File: config.mk
export PLATFORM = sky130hd
export DESIGN_NAME = rx_block_sync
export DESIGN_NICKNAME = d
export VERILOG_FILES = /design/src/rtl/rx_block_sync.sv
export SDC_FILE = /design/constraint.sdc
export NUM_CORES = 1
export LEC_CHECK = 0
export BUFFER_PORTS_ARGS = -buffer_cell sky130_fd_sc_hd__buf_4
export CORE_MARGIN = 3
export CORE_UTILIZATION = 30
export CTS_CLUSTER_SIZE = 14
export DETAILED_ROUTE_END_ITERATION = 6
export PLACE_DENSITY = 0.44
export SETUP_SLACK_MARGIN = 0.5
export SLEW_MARGIN = 15
export SYNTH_ARGS = -nofsm -noshare
export SYNTH_HDL_FRONTEND = slang
export SYNTH_SLANG_ARGS = --single-unit
File: constraint.sdc
create_clock -name i_clk -period 3.7 [get_ports i_clk]
set_clock_uncertainty 0.05 [all_clocks]
set_input_delay 0.555 -clock i_clk [delete_from_list [all_inputs] [get_ports i_clk]]
set_output_delay 0.555 -clock i_clk [all_outputs]
set_load 0.02 [all_outputs]
File: src/rtl/rx_block_sync.sv
// 64B/66B receive block-alignment controller: hunts for sync-header alignment via gearbox slips,
// then declares and supervises block lock. Optional statistics counters under RX_BLOCK_SYNC_STAT_EN.
module rx_block_sync #(
    parameter int unsigned LOCK_CNT  = 64,
    parameter int unsigned BAD_MAX   = 16,
    parameter int unsigned SLIP_WAIT = 32
) (
    input  logic        i_clk,
    input  logic        i_rst,
    input  logic        i_rx_done,
    input  logic [1:0]  i_rx_header,
    input  logic        i_rx_header_valid,
    output logic        o_rx_slipbit,
    output logic        o_block_lock,
    output logic [15:0] o_slip_cnt,
    output logic [15:0] o_lock_loss_cnt
);

    localparam int unsigned MAX_A = (LOCK_CNT > BAD_MAX) ? LOCK_CNT : BAD_MAX;
    localparam int unsigned MAX_P = (MAX_A > SLIP_WAIT) ? MAX_A : SLIP_WAIT;
    localparam int unsigned CW    = $clog2(MAX_P) + 1;

    typedef enum logic [2:0] {
        S_IDLE,
        S_HUNT,
        S_SLIP,
        S_WAIT,
        S_LOCK
    } state_t;

    state_t          r_state, w_state_nxt;
    logic            r_done_s1, r_done_s2;
    logic [CW-1:0]   r_good, r_win, r_bad, r_wait;
    logic [CW-1:0]   w_good_nxt, w_win_nxt, w_bad_nxt, w_wait_nxt;
    logic [CW-1:0]   w_win_inc, w_bad_inc;
    logic            w_hdr_ok, w_hdr_bad;
    logic            r_slipbit, r_block_lock;

    // rx_done arrives from the GT reset domain
    always_ff @(posedge i_clk or posedge i_rst) begin
        if (i_rst) begin
            r_done_s1 <= 1'b0;
            r_done_s2 <= 1'b0;
        end else begin
            r_done_s1 <= i_rx_done;
            r_done_s2 <= r_done_s1;
        end
    end

    assign w_hdr_ok  = i_rx_header_valid & (^i_rx_header);
    assign w_hdr_bad = i_rx_header_valid & ~(^i_rx_header);
    assign w_win_inc = r_win + CW'(1);
    assign w_bad_inc = r_bad + CW'(w_hdr_bad);

    always_ff @(posedge i_clk or posedge i_rst) begin
        if (i_rst) begin
            r_state      <= S_IDLE;
            r_good       <= '0;
            r_win        <= '0;
            r_bad        <= '0;
            r_wait       <= '0;
            r_slipbit    <= 1'b0;
            r_block_lock <= 1'b0;
        end else begin
            r_state      <= w_state_nxt;
            r_good       <= w_good_nxt;
            r_win        <= w_win_nxt;
            r_bad        <= w_bad_nxt;
            r_wait       <= w_wait_nxt;
            r_slipbit    <= (w_state_nxt == S_SLIP);
            r_block_lock <= (w_state_nxt == S_LOCK);
        end
    end

    always_comb begin
        w_state_nxt = r_state;
        w_good_nxt  = r_good;
        w_win_nxt   = r_win;
        w_bad_nxt   = r_bad;
        w_wait_nxt  = r_wait;
        if (!r_done_s2) begin
            w_state_nxt = S_IDLE;
            w_good_nxt  = '0;
            w_win_nxt   = '0;
            w_bad_nxt   = '0;
            w_wait_nxt  = '0;
        end else begin
            unique case (r_state)
                S_IDLE: begin
                    w_state_nxt = S_HUNT;
                    w_good_nxt  = '0;
                    w_win_nxt   = '0;
                    w_bad_nxt   = '0;
                    w_wait_nxt  = '0;
                end
                S_HUNT: begin
                    if (w_hdr_ok) begin
                        if (r_good == CW'(LOCK_CNT - 1)) begin
                            w_state_nxt = S_LOCK;
                            w_good_nxt  = '0;
                            w_win_nxt   = '0;
                            w_bad_nxt   = '0;
                        end else begin
                            w_good_nxt = r_good + CW'(1);
                        end
                    end else if (w_hdr_bad) begin
                        w_state_nxt = S_SLIP;
                        w_good_nxt  = '0;
                    end
                end
                S_SLIP: begin
                    w_state_nxt = S_WAIT;
                    w_wait_nxt  = '0;
                end
                S_WAIT: begin
                    if (r_wait == CW'(SLIP_WAIT - 1)) begin
                        w_state_nxt = S_HUNT;
                        w_good_nxt  = '0;
                        w_wait_nxt  = '0;
                    end else begin
                        w_wait_nxt = r_wait + CW'(1);
                    end
                end
                S_LOCK: begin
                    // Loss of lock takes priority when the window closes on the BAD_MAX-th error
                    if (i_rx_header_valid) begin
                        if (w_bad_inc == CW'(BAD_MAX)) begin
                            w_state_nxt = S_SLIP;
                            w_win_nxt   = '0;
                            w_bad_nxt   = '0;
                        end else if (w_win_inc == CW'(LOCK_CNT)) begin
                            w_win_nxt = '0;
                            w_bad_nxt = '0;
                        end else begin
                            w_win_nxt = w_win_inc;
                            w_bad_nxt = w_bad_inc;
                        end
                    end
                end
                default: begin
                    w_state_nxt = S_IDLE;
                end
            endcase
        end
    end

    assign o_rx_slipbit = r_slipbit;
    assign o_block_lock = r_block_lock;

`ifdef RX_BLOCK_SYNC_STAT_EN
    logic [15:0] r_slip_cnt, r_loss_cnt;

    // Saturating statistics, cleared only by reset
    always_ff @(posedge i_clk or posedge i_rst) begin
        if (i_rst) begin
            r_slip_cnt <= 16'h0000;
            r_loss_cnt <= 16'h0000;
        end else begin
            if ((r_state == S_SLIP) && (r_slip_cnt != 16'hFFFF)) begin
                r_slip_cnt <= r_slip_cnt + 16'd1;
            end
            if ((r_state == S_LOCK) && (w_state_nxt == S_SLIP) && (r_loss_cnt != 16'hFFFF)) begin
                r_loss_cnt <= r_loss_cnt + 16'd1;
            end
        end
    end

    assign o_slip_cnt      = r_slip_cnt;
    assign o_lock_loss_cnt = r_loss_cnt;
`else
    assign o_slip_cnt      = 16'h0000;
    assign o_lock_loss_cnt = 16'h0000;
`endif

endmodule

Word-level counts from Yosys, hierarchy flattened

Cells that the tools add are included.

$add $sub $neg: 4
Equal/unequal tests: 18
Muxes and demuxes: 29
Bitwise gates (word level): 3
Reduce and logical (&&, ||, !) cells: 5

Operators with widths:

| kind                                                   | number |
|---|---|
| two-way mux 7 bit                                      | 17 |
| one-hot mux 7 bit (3 select lines)                     | 3 |
| adder 7 x 1 -> 7 bit (second input constant)           | 3 |
| two-way mux 3 bit                                      | 7 |
| one-hot mux 3 bit (5 select lines)                     | 1 |
| == test 7 x 5 -> 1 bit (second input constant)         | 2 |
| one-hot mux 7 bit (2 select lines)                     | 1 |
| inequality test 3 bit (second input constant)          | 4 |
| == test 3 x 2 -> 1 bit (second input constant)         | 3 |
| inequality test 4 x 1 -> 1 bit (second input constant) | 2 |
| adder 7 x 1 -> 7 bit                                   | 1 |
| == test 7 x 6 -> 1 bit (second input constant)         | 1 |
| == test 7 bit (second input constant)                  | 1 |
| == test 3 bit (second input constant)                  | 2 |
| inequality test 4 bit (second input constant)          | 1 |
| AND reduction 4 bit                                    | 1 |
| == test 3 x 1 -> 1 bit (second input constant)         | 1 |
| logical NOT 3 bit                                      | 1 |
| inequality test 3 x 2 -> 1 bit (second input constant) | 1 |
| AND reduction 3 bit                                    | 1 |
| bitwise AND 1 bit                                      | 2 |
| OR reduction 2 bit                                     | 1 |
| parity 2 bit                                           | 1 |
| NOT 1 bit                                              | 1 |

Flip-flop bits (word level): 35
Word-level logic and storage cells: 68
Output and inout bits: 34
Input port bits: 6

Depth between registers and ports, before layout

Depth after elaboration: 10
Mapped depth: 11
Mapped depth without buffers: 10

Least setup slack after synthesis

No wires, ideal clock.

Path kind: input port to flip-flop
Start point: input i_rx_header[1]
End point: register r_win[4]
Setup time: 0.125 ns
Path buffers: 1
Stages on the path: 11
Path slack: 1.171 ns
Data required time: 3.525 ns
Arrival: 2.354 ns
Cells stage by stage: xor2_1 nor2_1 ha_1 ha_1 nor2_1 nand3_1 mux2i_2 a21oi_4 buf_6 a21oi_1 o22ai_1

Cells in the longest elaborated chain, start to end: 9
Elaborated cells on any way between the ends: 12
Those cells by class: add/sub (1); eq/ne (2); mux (4); bitwise (3); reduce/logical (2)

RTL lines:

| item                               | line   | RTL |
|---|---|---|
| start, declared                    | 11     | `input logic [1:0] i_rx_header,` |
| parity 2 bit *                     | 50, 51 |  |
| NOT 1 bit                          | 51     | `assign w_hdr_bad = i_rx_header_valid & ~(^i_rx_header);` |
| bitwise AND 1 bit                  | 51     |  |
| adder 7 x 1 -> 7 bit               | 53     | `assign w_bad_inc = r_bad + CW'(w_hdr_bad);` |
| == test 7 x 5 -> 1 bit             | 127    | `if (w_bad_inc == CW'(BAD_MAX)) begin` |
| two-way mux 7 bit                  | 127    |  |
| two-way mux 7 bit                  | 126    | `if (i_rx_header_valid) begin` |
| one-hot mux 7 bit (3 select lines) | 88     | `unique case (r_state)` |
| two-way mux 7 bit                  | 81     | `if (!r_done_s2) begin` |
| end signal, assigned               | 67     | `r_win <= w_win_nxt;` |
| end, declared                      | 33     | `logic [CW-1:0] r_good, r_win, r_bad, r_wait;` |

Mark *: on every way between the ends. The rest lies on a longest branch, timed or not. The select of a mux whose other input is x is not followed.
A chain may end at the register's enable or synchronous reset.

Final worst setup path

Start point: input i_rx_header[1]
End point: register r_bad[0]

Cells in the longest elaborated chain, start to end: 9
Elaborated cells on any way between the ends: 13
Those cells by class: add/sub (1); eq/ne (2); mux (5); bitwise (3); reduce/logical (2)

RTL lines:

| item                                                               | line     | RTL |
|---|---|---|
| parity 2 bit *                                                     | 50, 51   |  |
| NOT 1 bit                                                          | 51       |  |
| bitwise AND 1 bit                                                  | 51       |  |
| adder 7 x 1 -> 7 bit                                               | 53       |  |
| == test 7 x 5 -> 1 bit / two-way mux 7 bit (equally long branches) | 127, 131 |  |
| two-way mux 7 bit                                                  | 127      |  |
| two-way mux 7 bit                                                  | 126      |  |
| one-hot mux 7 bit (3 select lines)                                 | 88       |  |
| two-way mux 7 bit                                                  | 81       |  |
| end signal, assigned                                               | 68       | `r_bad <= w_bad_nxt;` |
| end, declared                                                      | 33       |  |

Marks and branches as above.

==> metrics.md <==
| Metric | Value |
|---|---|
| Post-CTS setup buffers | `0` |
| Area added between synthesis and finish | `5.96%` |
| First-pass GRT wire length | `~7.6 mm` |
| Data arrival, critical path | `2.78 ns` |
| Die W | `92.9 um` |
| Synth cell types | `53` |
| Core Area | `around 7300 um2` |
| Hold Crit Class | `flip-flop to flip-flop` |
| # nets final | `273` |
| Critical Path Fanout Max | `12` |
| Final worst slack | `1.04 ns` |
| Ys flop type | `dfrtp_1` |
| P_sw | `about 220 uW` |
| RSZ-0062 raised after global routing | `no` |
| Area leader, netlist | `dfrtp_1` |
| Slew headroom | `a little under three fifths` |
| Clock Path Buffers | `2` |
| Netlist Area Pre-Place | `~2300 um2` |
| Final number of hold-violating endpoints | `0` |
| Critical Path RT | `3.83 ns` |
| Routed WL per cell | `12.0 um` |
| Peak Freq | `~380 MHz` |
| Gate power share | `under 10%` |
| Vias | `about 1700` |
| Most common cell in the synthesized netlist | `dfrtp_1` |
| Max Used Layer | `met4` |
| Commonest cells post-synth | `35 x dfrtp_1, 32 x buf_4, 29 x nand2_1, 20 x o21ai_0, 19 x nor2_1` |
| DRC | `0` |
| Maxcap violations | `0` |
| CTS tree | `yes` |
| Number of global-route vias before repair | `about 1600` |
| Initial Util | `31.1%` |
| Min Tclk post-route | `approximately 2.7 ns` |
| Worst IR drop on VDD | `about 110 uV` |
| Seq cells post-synth | `35` |
| Met2 wire length | `1.97 mm` |
| Sequential share of power | `47.5%` |
| Hold depth | `0` |
| Crit Path Class | `input port to flip-flop` |
| Diode count | `0` |
| WL met3 | `slightly below 200 um` |
| Total GRT Usage | `11.0%` |
| PwrDens | `about 340 nW/um2` |
| Leakage | `~1.1 nW` |
| Post-synth top area share | `38.6%` |
| Antenna violations before repair | `0` |
| TritonCTS buffer count | `5` |
| Setup WS pre-CTS | `~0.7 ns` |
| Most area-consuming cells after synthesis | `dfrtp_1 39%, buf_4 11%, nand2_1 4.8%` |
| Period utilization | `a little over 70%` |
| Seq/Total Area, Yosys | `approximately two fifths` |
| Status | `finished clean` |
| Post-CTS sizing | `0` |
| Layout cell share with drive strength beyond 1 | `about an eighth` |
| Worst setup EP type | `flip-flop` |
| Syn. warnings | `0` |
| Worst setup SP type | `input port` |
| GP Congestion | `just under 0.8` |
| H-tree depth | `2` |
| DP HPWL | `~3.1 mm` |
| R2R setup slack | `approximately 1.5 ns` |
| Grt ovf | `0` |
| Post-Synthesis Cells | `roughly 250` |
| Worst Tran Pin Value | `around 0.65 ns` |
| Via-to-Cell Ratio | `about 4.6` |
| Syn Area/Cell | `8.96 um2` |
| Slew Viols, Final | `0` |
| Largest net degree at the start of global routing | `36` |
| Worst skew pair latency | `between 0.2 and 0.3 ns` |
| Initial DRC count | `59` |
| Die H | `92.9 um` |
| Final wirelength | `4.33 mm` |
| Clk network pwr share | `~43%` |
| EDFF count, synth | `0` |
| M1 WL | `2.10 mm` |
| Total die area | `between 8000 and 9000 um2` |
| Clock-pin slew on the worst setup and hold paths | `around 0.070 ns` |
| PortBufs | `7` |
| Async SR Flop Fraction | `100%` |
| Setup TNS | `0 ns` |
| 1st-pass router iterations | `4` |
| Clock sink total | `35` |
| Setup violations, final | `0` |
| Internal Dissipation | `slightly above 600 uW` |
| Routed Antenna Nets | `0` |
| R2r worst-path depth | `8` |
| Post-CTS Hold Buffers | `0` |
| Net Sw Frac | `26.7%` |
| # IOs | `40` |
| # rows | `31` |
| CTS root buf | `clkbuf_8` |
[worst max-delay path, cell delays in order]
cell     delay [ns]
buf_4          0.11
xor2_1         0.35
nor2_1         0.09
ha_1           0.23
ha_1           0.29
nor2_1         0.16
nand3_1        0.11
mux2i_2        0.34
a21oi_4        0.18
and2_1         0.19
a22o_1         0.17
[cell usage in the layout (no fill, tap or decap), types with 3 or more instances in the layout]
cell	n
nand4b_1	4
xnor2_1	3
o21a_1	3
conb_1	32
nand2_1	29
a21oi_1	4
and3_1	3
clkbuf_8	5
inv_1	8
dfrtp_1	35
nand2b_1	4
nand3_2	3
o21ai_0	20
buf_4	8
nor2_1	19
and2_1	3
nand3_1	14
nor3_1	6
nand4_1	5
a22o_1	3
ha_1	5
[per-stage QoR]
stage	utilization [%]	hold WS (ns)	std cells	area [um2]	power, mW
floorplan	-	0.281	284	2380	0.490
global placement	31.4	0.282	354	2290	0.481
detailed placement	31.4	0.285	354	2290	0.481
CTS	32.9	0.304	362	2400	0.843
global route	32.9	0.302	362	2400	0.867
finish	32.9	0.301	362	2400	0.823
[per-layer routing]
| metal | track usage (%) | up-vias |
|---|---|---|
| li1 | - | 847 |
| met5 | 0 | - |
| met2 | 17.0 | 36 |
| met1 | 15.0 | 785 |
| met3 | 2.36 | 5 |
| met4 | 4.03 | 0 |
[state kept, by name, summed over array words and instances (netlist names)]
name and cells:
r_wait 7, o_block_lock 1, r_done_s2 1, r_good 7, r_state 3, o_rx_slipbit 1
r_win 7, r_bad 7, r_done_s1 1
[area by class of cell]
class	count	area, um2
clock buffers	5	68.8
flip-flops and latches	35	876
multi-input cells	204	1200
well taps	99	124
clock inverters	3	43.8
fillers	785	4890
repair buffers	8	60.1
inverters	8	30.0
[power by group through the flow]
stage               clock network, mW  registers [mW]  logic (mW)
floorplan                           0           0.396      0.0939
global placement                    0           0.399      0.0826
detailed placement                  0           0.399      0.0828
CTS                             0.369           0.391      0.0829
global route                    0.383           0.392      0.0920
finish                          0.350           0.391      0.0817
[final timing paths]
check                                     start                    end
setup / recovery                 i_rx_header[1]   r_bad[0]$_DFFE_PP0P_
hold / removal              r_done_s1$_DFF_PP0_    r_done_s2$_DFF_PP0_
setup reg to reg           r_bad[0]$_DFFE_PP0P_   r_bad[0]$_DFFE_PP0P_
hold reg to reg             r_done_s1$_DFF_PP0_    r_done_s2$_DFF_PP0_
max in group asynchronous                 i_rst   r_win[2]$_DFFE_PP0P_
min in group asynchronous                 i_rst  r_good[5]$_DFFE_PP0P_
[logic make-up after synthesis]
logic type,count (synthesis),share of synthesized area [%]
xor+xnor,5,1.93
compound gates,54,16.3
simple gates,103,24.1
flops,35,38.6
buf+inv,45,13.6
mux,5,2.48
other cells,1,0.165
fa+ha+maj,5,2.76
No activity file was read; power rests on OpenSTA's default activity.
